File: src/rtl/core_run_ctrl.sv
// core_run_ctrl: host-side sequencer for the core req/done run handshake.
// Preloads data memory, resets and starts the core, times it, reads results back.
module core_run_ctrl #(
    parameter int DATA_W  = 8,
    parameter int ADDR_W  = 8,
    parameter int CNT_W   = 16,
    parameter int TIMEOUT = 4096,
    parameter int RST_CYC = 2
) (
    input  logic              clk,
    input  logic              reset,
    input  logic              start,
    input  logic [ADDR_W-1:0] preload_len,
    input  logic [ADDR_W-1:0] rd_base,
    input  logic [ADDR_W-1:0] rd_len,
    input  logic              ld_valid,
    input  logic [DATA_W-1:0] ld_data,
    output logic              ld_ready,
    output logic              mem_sel,
    output logic              mem_wr_en,
    output logic [ADDR_W-1:0] mem_addr,
    output logic [DATA_W-1:0] mem_wr_data,
    input  logic [DATA_W-1:0] mem_rd_data,
    output logic              core_reset,
    output logic              core_req,
    input  logic              core_done,
    output logic              rb_valid,
    output logic [DATA_W-1:0] rb_data,
    input  logic              rb_ready,
    output logic              busy,
    output logic [CNT_W-1:0]  run_cycles,
    output logic              timed_out,
    output logic              finished
);

    typedef enum logic [2:0] {
        IDLE,
        LOAD,
        CORE_RST,
        REQ,
        RUN,
        READBACK,
        FIN
    } state_t;

    localparam logic [ADDR_W-1:0] ONE      = ADDR_W'(1);
    localparam logic [ADDR_W-1:0] RST_LAST = ADDR_W'(RST_CYC - 1);
    localparam logic [CNT_W-1:0]  TO_LAST  = CNT_W'(TIMEOUT - 1);

    state_t            state;
    state_t            nxt;
    logic [ADDR_W-1:0] idx;
    logic [ADDR_W-1:0] pl_len;
    logic [ADDR_W-1:0] rb_base;
    logic [ADDR_W-1:0] rb_len;

    // Next-state decode; done takes priority over the timeout check.
    always_comb begin
        nxt = state;
        unique case (state)
            IDLE: begin
                if (start)
                    nxt = (preload_len != '0) ? LOAD : CORE_RST;
            end
            LOAD: begin
                if (ld_valid && idx == pl_len - ONE)
                    nxt = CORE_RST;
            end
            CORE_RST: begin
                if (idx == RST_LAST)
                    nxt = REQ;
            end
            REQ: nxt = RUN;
            RUN: begin
                if (core_done)
                    nxt = (rb_len != '0) ? READBACK : FIN;
                else if (run_cycles == TO_LAST)
                    nxt = FIN;
            end
            READBACK: begin
                if (rb_ready && idx == rb_len - ONE)
                    nxt = FIN;
            end
            FIN: nxt = IDLE;
            default: nxt = IDLE;
        endcase
    end

    // State register with per-state control flags registered from next state.
    always_ff @(posedge clk or posedge reset) begin
        if (reset) begin
            state      <= IDLE;
            busy       <= 1'b0;
            ld_ready   <= 1'b0;
            mem_sel    <= 1'b0;
            core_reset <= 1'b0;
            core_req   <= 1'b0;
            rb_valid   <= 1'b0;
            finished   <= 1'b0;
        end else begin
            state      <= nxt;
            busy       <= (nxt != IDLE);
            ld_ready   <= (nxt == LOAD);
            mem_sel    <= (nxt == LOAD) || (nxt == READBACK);
            core_reset <= (nxt == CORE_RST);
            core_req   <= (nxt == REQ);
            rb_valid   <= (nxt == READBACK);
            finished   <= (nxt == FIN);
        end
    end

    // Shared index: load address, reset-hold count, readback offset.
    always_ff @(posedge clk or posedge reset) begin
        if (reset) begin
            idx <= '0;
        end else if (nxt != state) begin
            idx <= '0;
        end else if ((state == LOAD && ld_valid) ||
                     (state == CORE_RST) ||
                     (state == READBACK && rb_ready)) begin
            idx <= idx + ONE;
        end
    end

    // Latched run parameters and run statistics.
    always_ff @(posedge clk or posedge reset) begin
        if (reset) begin
            pl_len     <= '0;
            rb_base    <= '0;
            rb_len     <= '0;
            run_cycles <= '0;
            timed_out  <= 1'b0;
        end else begin
            if (state == IDLE && start) begin
                pl_len     <= preload_len;
                rb_base    <= rd_base;
                rb_len     <= rd_len;
                run_cycles <= '0;
                timed_out  <= 1'b0;
            end
            if (state == RUN) begin
                run_cycles <= run_cycles + CNT_W'(1);
                if (!core_done && run_cycles == TO_LAST)
                    timed_out <= 1'b1;
            end
        end
    end

    // Memory port is driven only in LOAD and READBACK; zero otherwise.
    assign mem_wr_en   = ld_ready & ld_valid;
    assign mem_wr_data = ld_ready ? ld_data : '0;
    assign mem_addr    = ld_ready ? idx :
                         rb_valid ? (rb_base + idx) : '0;
    assign rb_data     = rb_valid ? mem_rd_data : '0;

endmodule
File: config.mk
export PLATFORM = sky130hd
export DESIGN_NAME = core_run_ctrl
export DESIGN_NICKNAME = d
export VERILOG_FILES = /design/src/rtl/core_run_ctrl.sv
export SDC_FILE = /design/constraint.sdc
export NUM_CORES = 1
export LEC_CHECK = 0
export CAP_MARGIN = 30
export CELL_PAD_IN_SITES_DETAIL_PLACEMENT = 0
export CELL_PAD_IN_SITES_GLOBAL_PLACEMENT = 1
export CORE_UTILIZATION = 39
export CTS_CLUSTER_SIZE = 24
export DETAILED_ROUTE_END_ITERATION = 10
export GPL_TIMING_DRIVEN = 0
export PLACE_DENSITY = 0.83
export SLEW_MARGIN = 20
export SYNTH_ARGS = -nofsm -noshare
export SYNTH_HDL_FRONTEND = slang
export SYNTH_SLANG_ARGS = --single-unit
File: constraint.sdc
create_clock -name clk -period 4.2 [get_ports clk]
set_clock_uncertainty 0.15 [all_clocks]
set_input_delay 0.63 -clock clk [delete_from_list [all_inputs] [get_ports clk]]
set_output_delay 0.63 -clock clk [all_outputs]
set_load 0.03 [all_outputs]
==> summary.txt <==
Synthesis
  • Synth unique cells: 55
  • Synth top area share: 40.1%
  • Syn nets: 490
  • Area share of fa/ha/maj cells after synthesis: 4.96%
  • Dominant cell type by area after synthesis: dfrtp_1
  • Synthesized flop and latch total: 59
  • Post-synthesis instance total: 430
  • Simple-gate portion of the synthesized area: 27.4%
  • Synth Area per Inst: 8.57 um2
  • FFs w/ async S/R, synth: 100%
  • Synth Area in XOR/XNOR: 7.81%
  • Sequential area share after synthesis: 40.1%
  • Post-synthesis mux area share: 2.21%
  • Synth warn: 0
  • Top post-synthesis cells by count: 103 x nand2_1, 59 x dfrtp_1, 27 x nor2_1
  • Cell area after synthesis: 0.00369 mm2
  • Synth area leaders: dfrtp_1 40%, nand2_1 10%, ha_1 4.4%, xnor2_1 3.8%, xor2_1 3.6%
  • Ys flop type: dfrtp_1
  • Largest family of logic cells by synthesized area: simple AND/OR/NAND/NOR gates
  • Synth Area in Compound Gates: 14.3%
  • Number of synthesized flops with an enable pin: 0
  • Count leader, synth: nand2_1

Floorplan
  • Die H: 99.2 um
  • # IOs: 95
  • Core Footprint: 0.00920 mm2
  • Die width: 99.2 um
  • FP Rows: 35
  • Initial core utilization: 40.1%
  • Die area: 0.00984 mm2

Global route
  • First-pass GRT wire length: 16100 um
  • Grt ovf: 0
  • Vias in the first global route: 3366
  • Initial antenna violation count: 0
  • Largest net degree at the start of global routing: 44
  • Total GRT Usage: 20.7%

STA
  • Max frequency: 269 MHz
  • RSZ-0062 raised after global routing: false
  • Pins Over Slew Limit: 0
  • Hold slack final: 0.350 ns
  • Slew @ Worst Pin: 0.846 ns
  • Normalized max-slew margin: 42.2%
  • Final Cycle Share: 88.6%
  • Setup Total Neg Slack: 0 ns
  • Final worst slack: 0.479 ns
  • Minimum clock period: 3.72 ns
  • Hold Fails Final Rpt: 0
  • Final setup fails: 0

Power and ir drop
  • Sequential group share of total power: 31.4%
  • PD cells: 615 mW/mm2
  • Switching Fraction: 44.2%
  • Worst vdd ir: 0.263 mV
  • Leak pwr: 0.00228 uW
  • Clock power share: 15.8%
  • Psw: 1350 uW
  • Design Power: 3060 uW
  • Cell Int Power: 1710 uW
  • Comb pwr share: 52.8%

Detailed routing
  • Vias: 3424
  • Routed Wire Length: 9680 um
  • Vias per cell: 5.26
  • DRC: 0
  • Wirelength per Cell: 14.9 um
  • Iter 0 DRT Violations: 206
  • Antenna viol nets, final: 0
  • Drt first pass iters: 4

CTS
  • Clk sinks: 59
  • CTS buffer count: 9
  • CTS Hold Bufs: 0
  • CTS max path bufs: 2
  • Root Driver: clkbuf_8
  • Worst-skew pair later-pin latency: 0.34 ns
  • TritonCTS clock tree: done
  • Clock Pin Slew Worst Setup and Hold Paths: 0.07 ns
  • H-tree level count: 3

Critical path
  • Data required, critical path: 3.42 ns
  • CP Class: reg -> out
  • Startpoint types: flop
  • Crit path max fanout: 8
  • Crit end category: output port
  • Data arrival time of the worst path: 2.94 ns

Final layout
  • Util after Layout: 54.2%
  • Fin nets: 596
  • Area Overhead vs Synth: 35.1%
  • Share of layout cells above drive strength 1: 5.37%
  • Antenna cells: 0

Run
  • Max-cap violations: 0

Placement
  • Final GP Congestion: 0.819
  • DP Worst Slack: 0.430 ns
  • I/O Buffers: 94
  • Detail Placement HPWL: 7280 um

Worst hold path
  • Hold WC Path Type: reg -> reg

Run status
  • Outcome: complete, no violations
logic make-up (layout without fill, tap and decap cells):
family,after synthesis,count (layout)
simple gates,213,213
compound gates,74,74
flops,59,59
xor+xnor,32,32
buf+inv,30,140
fa+ha+maj,14,14
mux,8,8
sequential cells by signal (all words and copies together) (netlist names):
| signal | cells |
|---|---|
| run_cycles | 16 |
| idx | 8 |
| pl_len | 8 |
| rb_base | 8 |
| rb_len | 8 |
| state | 3 |
| busy | 1 |
| core_req | 1 |
| core_reset | 1 |
| finished | 1 |
| ld_ready | 1 |
| mem_sel | 1 |
| rb_valid | 1 |
| timed_out | 1 |
power groups by stage:
stage | registers, uW | clock network [uW] | logic (uW)
detailed placement | 968 | 0 | 1620
finish | 960 | 484 | 1620
CTS | 960 | 494 | 1630
global route | 990 | 519 | 1790
floorplan | 993 | 0 | 1060
global placement | 965 | 0 | 1580
timing repair:
action / 4_1_cts / 5_1_grt
gates resized for setup: 0 / 3
setup buffers: 0 / 0
endpoints found under the setup margin: 0 / 2
per-layer routing:
| layer | up-vias | track usage (%) | share of wire, % | wire length (um) |
|---|---|---|---|---|
| li1 | 1709 | - | - | - |
| met1 | 1606 | 25.1 | 44 | 4220 |
| met2 | 95 | 36.3 | 49 | 4750 |
| met3 | 14 | 4.29 | 5.7 | 555 |
| met4 | 0 | 7.69 | 1.6 | 155 |
| met5 | - | 0 | 0 | 0 |
layout make-up:
type                       instances  area, um2
timing repair buffer              95        973
tap                              111        139
fill                             881       4220
clock inverter                     2       10.0
sequential                        59       1480
buffer                            20       83.8
clock buffer                      13        169
multi-input combinational        341       2090
inverter                          10       40.0
critical path, cell delays in order, from the launching register on:
cell	delay [ns]
dfrtp_1	0.52
ha_1	0.29
fa_1	0.41
a21o_1	0.18
a21o_1	0.19
a21o_1	0.18
a21oi_1	0.18
xnor2_1	0.14
nand2_1	0.06
o21ai_0	0.14
dlymetal6s2s_1	0.31
layout by cell type (no fill, tap or decap), types with 2 or more instances in the layout:
master,n
or3_1,3
clkbuf_8,12
or4_1,3
a211oi_1,5
nand3_1,12
and3_1,9
xnor2_1,16
a2111o_1,2
a31oi_1,4
dlymetal6s2s_1,2
a22o_1,4
o211ai_1,3
a32o_1,2
a21oi_1,8
o21ai_0,24
clkdlybuf4s50_1,92
nor3b_1,2
ha_1,13
o31ai_1,3
and2_1,19
buf_2,4
clkinv_2,2
nand3b_1,2
buf_1,2
dfrtp_1,58
mux2i_1,7
nand2b_1,2
nand2_1,103
inv_1,9
xor2_1,15
nor3_1,6
nand4_1,10
clkbuf_1,14
a21o_1,7
nor4_1,7
nor2b_1,2
nor2_1,27
worst paths after layout:
path / start / to / slack (ns) / cells after the start
max: idx[0]$_DFFE_PP0P_ / mem_addr[6] / 0.48 / 10
min: rb_base[2]$_DFFE_PP0P_ / rb_base[2]$_DFFE_PP0P_ / 0.35 / 2
max reg2reg: pl_len[0]$_DFFE_PP0P_ / core_reset$_DFF_PP0_ / 1.18 / 9
min reg2reg: rb_base[2]$_DFFE_PP0P_ / rb_base[2]$_DFFE_PP0P_ / 0.35 / 2
max in group asynchronous: reset / idx[3]$_DFFE_PP0P_ / 2.99 / 3
min in group asynchronous: reset / pl_len[0]$_DFFE_PP0P_ / 0.42 / 2
stage by stage:
step | instances | cell area [um2]
2_1_floorplan | 430 | 3690
3_3_place_gp | 635 | 4770
3_5_place_dp | 636 | 4800
4_1_cts | 651 | 4970
5_1_grt | 651 | 4980
6_report | 651 | 4980
Note: power is estimated with default switching activity, not from simulation.
==> variant: new RTL, same settings <==
`DATA_W`: 8 -> 12.
--- a/src/rtl/core_run_ctrl.sv
+++ b/src/rtl/core_run_ctrl.sv
@@ -1,7 +1,7 @@
 // core_run_ctrl: host-side sequencer for the core req/done run handshake.
 // Preloads data memory, resets and starts the core, times it, reads results back.
 module core_run_ctrl #(
-    parameter int DATA_W  = 8,
+    parameter int DATA_W  = 12,
     parameter int ADDR_W  = 8,
     parameter int CNT_W   = 16,
     parameter int TIMEOUT = 4096,
Interface: changed (resized ld_data, mem_rd_data, mem_wr_data and rb_data); port bits go from 95 to 111. No check against the original RTL was run, so the function may have changed too.
==> variant against the unedited design <==
  * Synthesized cell count is 6.5% higher
  * Utilization up 1.7 points
  * Global-route usage up 1.5 points
  * Highest routed layer unchanged
  * Combinational power rose by 13%
  * Area after synthesis grew 6.6%
  * Final area grew 9.6%
  * Wire length rose by 11%
  * Critical endpoint unchanged
  * Total power is 9.3% higher
  * Sequential cell count unchanged
  * Clock power is 28% higher
  * Sequential power down 7.0%
  * Worst setup slack got worse by 0.13 ns
  * First-iteration DRC count fell by 29%
==> variant: results (changes against the unedited design) <==
Run status
  – Status: complete, no violations

Logic synthesis
  – Sequential-to-total area share from yosys stat: 37.59% (-2.5 points)
  – Synth warn: 0 (unchanged)
  – Synth Instances: 458 (+6.5%)
  – Async set or reset register ratio after synthesis: 100.0% (unchanged)
  – Synth cell types: 65 (+18%)
  – Post-synth top flop: dfrtp_1
  – Syn_nets: 526 (+7.3%)
  – Synth top area cells: dfrtp_1 (38%), nand2_1 (8.9%), ha_1 (4.1%), xnor2_1 (4.0%), and2_1 (4.0%)
  – Top post-synthesis cells by count: nand2_1 (93), dfrtp_1 (59), o21ai_0 (28)

Global routing
  – Largest net degree at the start of global routing: 36 (-18%)
  – Initial antenna violation count: 0 (unchanged)
  – GRT Util Overall: 22.25% (+1.5 points)
  – Number of global-route vias before repair: 3549 (+5.4%)
  – First-pass GRT wire length: 17.68 mm (+10%)

Detailed routing
  – Detail Route Antenna Nets: 0 (unchanged)
  – Via count: 3664 (+7.0%)
  – Drt first-iter violations: 147 (-29%)
  – WL/cell: 14.94 um (+0.52%)
  – Initial DRT Pass Iterations: 4 (unchanged)

Placement
  – GP Congestion: 0.8185 (about the same)
  – Port-buffer cells: 110 (+17%)
  – Post-DP HPWL: 8.124 mm (+12%)
  – Placed cells: 702 (+10%)

Clocking
  – Clk Latency, worst-skew pair: 0.35 ns
  – Cts bufs inserted: 9 (unchanged)
  – Worst-path clk slew: 0.07 ns (about the same)
  – Clock buffer depth: 2 (unchanged)
  – Root Buffer: clkbuf_8
  – H-tree Lvls: 3 (unchanged)

Pwr
  – Leakage power: 2.392 nW (+4.8%)
  – Maximum vdd ir drop: 0.2790 mV (+5.9%)

Layout
  – Antenna cells: 0 (unchanged)
  – Non-Filler Instances: 718 (+10%)
  – Largest Register: run_cycles
  – Fill cells: 921 (+4.5%)
  – Share of layout cells above drive strength 1: 8.376% (+3.0 points)
  – Max reg flops: 16 (unchanged)
  – Nets@finish: 648 (+8.7%)

Worst setup path
  – Crit path largest cell delay: 0.68 ns (+0.16 ns)
  – Critical-path top delay cell: clkdlybuf4s50_1
  – Worst path arrival time: 3.08 ns (+0.14 ns)
  – Crit-path max FO: 4 (-4)

STA
  – Slew @ Worst Pin: 0.6856 ns (-0.1603 ns)

Hold path
  – Hold Path Class: reg -> reg
variant: cell types whose count changed in the layout (fill, tap and decap cells not counted), moves of 6 or more:
cell | unedited run | this run
a21oi_1 | 8 | 21
nand2_1 | 103 | 93
clkdlybuf4s50_1 | 92 | 109
and2_1 | 19 | 25
inv_1 | 9 | 15
variant: cell families after synthesis:
kind of cell,after synthesis,share of synthesized area [%]
buf+inv,44,5.384
compound gates,92,15.67
fa+ha+maj,14,4.651
flops,59,37.59
simple gates,212,27.91
mux,5,1.274
xor+xnor,32,7.518
variant: repair_timing:
action,CTS,global route
cloned,0,0
resized for setup,1,1
buffers inserted,0,0
endpoints found under the setup margin,1,1
hold buffers,0,0
variant: metal layers:
layer,vias to the layer above,global-route usage [%],wire [um]
met1,1744,29.41,5052
met3,8,4.241,510
li1,1826,-,-
met4,0,6.593,95
met5,-,0,0
met2,86,37.02,5070
variant: worst max-delay path: cells and delay by family (launching register included):
kind                     cells  cell delay (ns)
AO/OA/AOI/OAI                5             0.81
buffers and inverters        1             0.68
adder cells (fa/ha/maj)      2             0.67
XOR/XNOR                     1             0.14
flip-flops                   1             0.44
variant: report_power, final:
part           internal (mW)  switching (mW)  total [mW]
clock network          0.384           0.237       0.621
registers              0.729           0.164       0.893
logic                  0.776            1.05        1.83
variant: through the flow:
| step | worst slack (ns) | cell area [um2] | hold WS [ns] |
|---|---|---|---|
| 3_5_place_dp | 0.3842 | 5218 | 0.3178 |
| 6_report | 0.3438 | 5459 | 0.3326 |
| 4_1_cts | 0.04813 | 5456 | 0.3340 |
| 5_1_grt | 0.2149 | 5459 | 0.3698 |
| 2_1_floorplan | 1.109 | 3928 | 0.2997 |
| 3_3_place_gp | 0.3793 | 5195 | 0.3209 |
variant: final timing paths:
path | end | slack [ns] | startpoint | cells after the start
worst max-delay path | mem_addr[6] | 0.34 | idx[0]$_DFFE_PP0P_ | 9
worst min-delay path | rb_base[2]$_DFFE_PP0P_ | 0.33 | rb_base[2]$_DFFE_PP0P_ | 2
worst max register to register | idx[2]$_DFFE_PP0P_ | 1.41 | rb_len[0]$_DFFE_PP0P_ | 10
worst min register to register | rb_base[2]$_DFFE_PP0P_ | 0.33 | rb_base[2]$_DFFE_PP0P_ | 2
max in group asynchronous | pl_len[2]$_DFFE_PP0P_ | 2.95 | reset | 3
min in group asynchronous | rb_len[3]$_DFFE_PP0P_ | 0.45 | reset | 2
variant: layout make-up:
class,instances,share of cell area [%]
inverter,16,1.146
clock inverter,3,1.261
sequential,59,27.05
multi-input combinational,355,41.05
clock buffer,13,3.094
timing repair buffer,111,20.58
tap,133,3.048
buffer,28,2.773
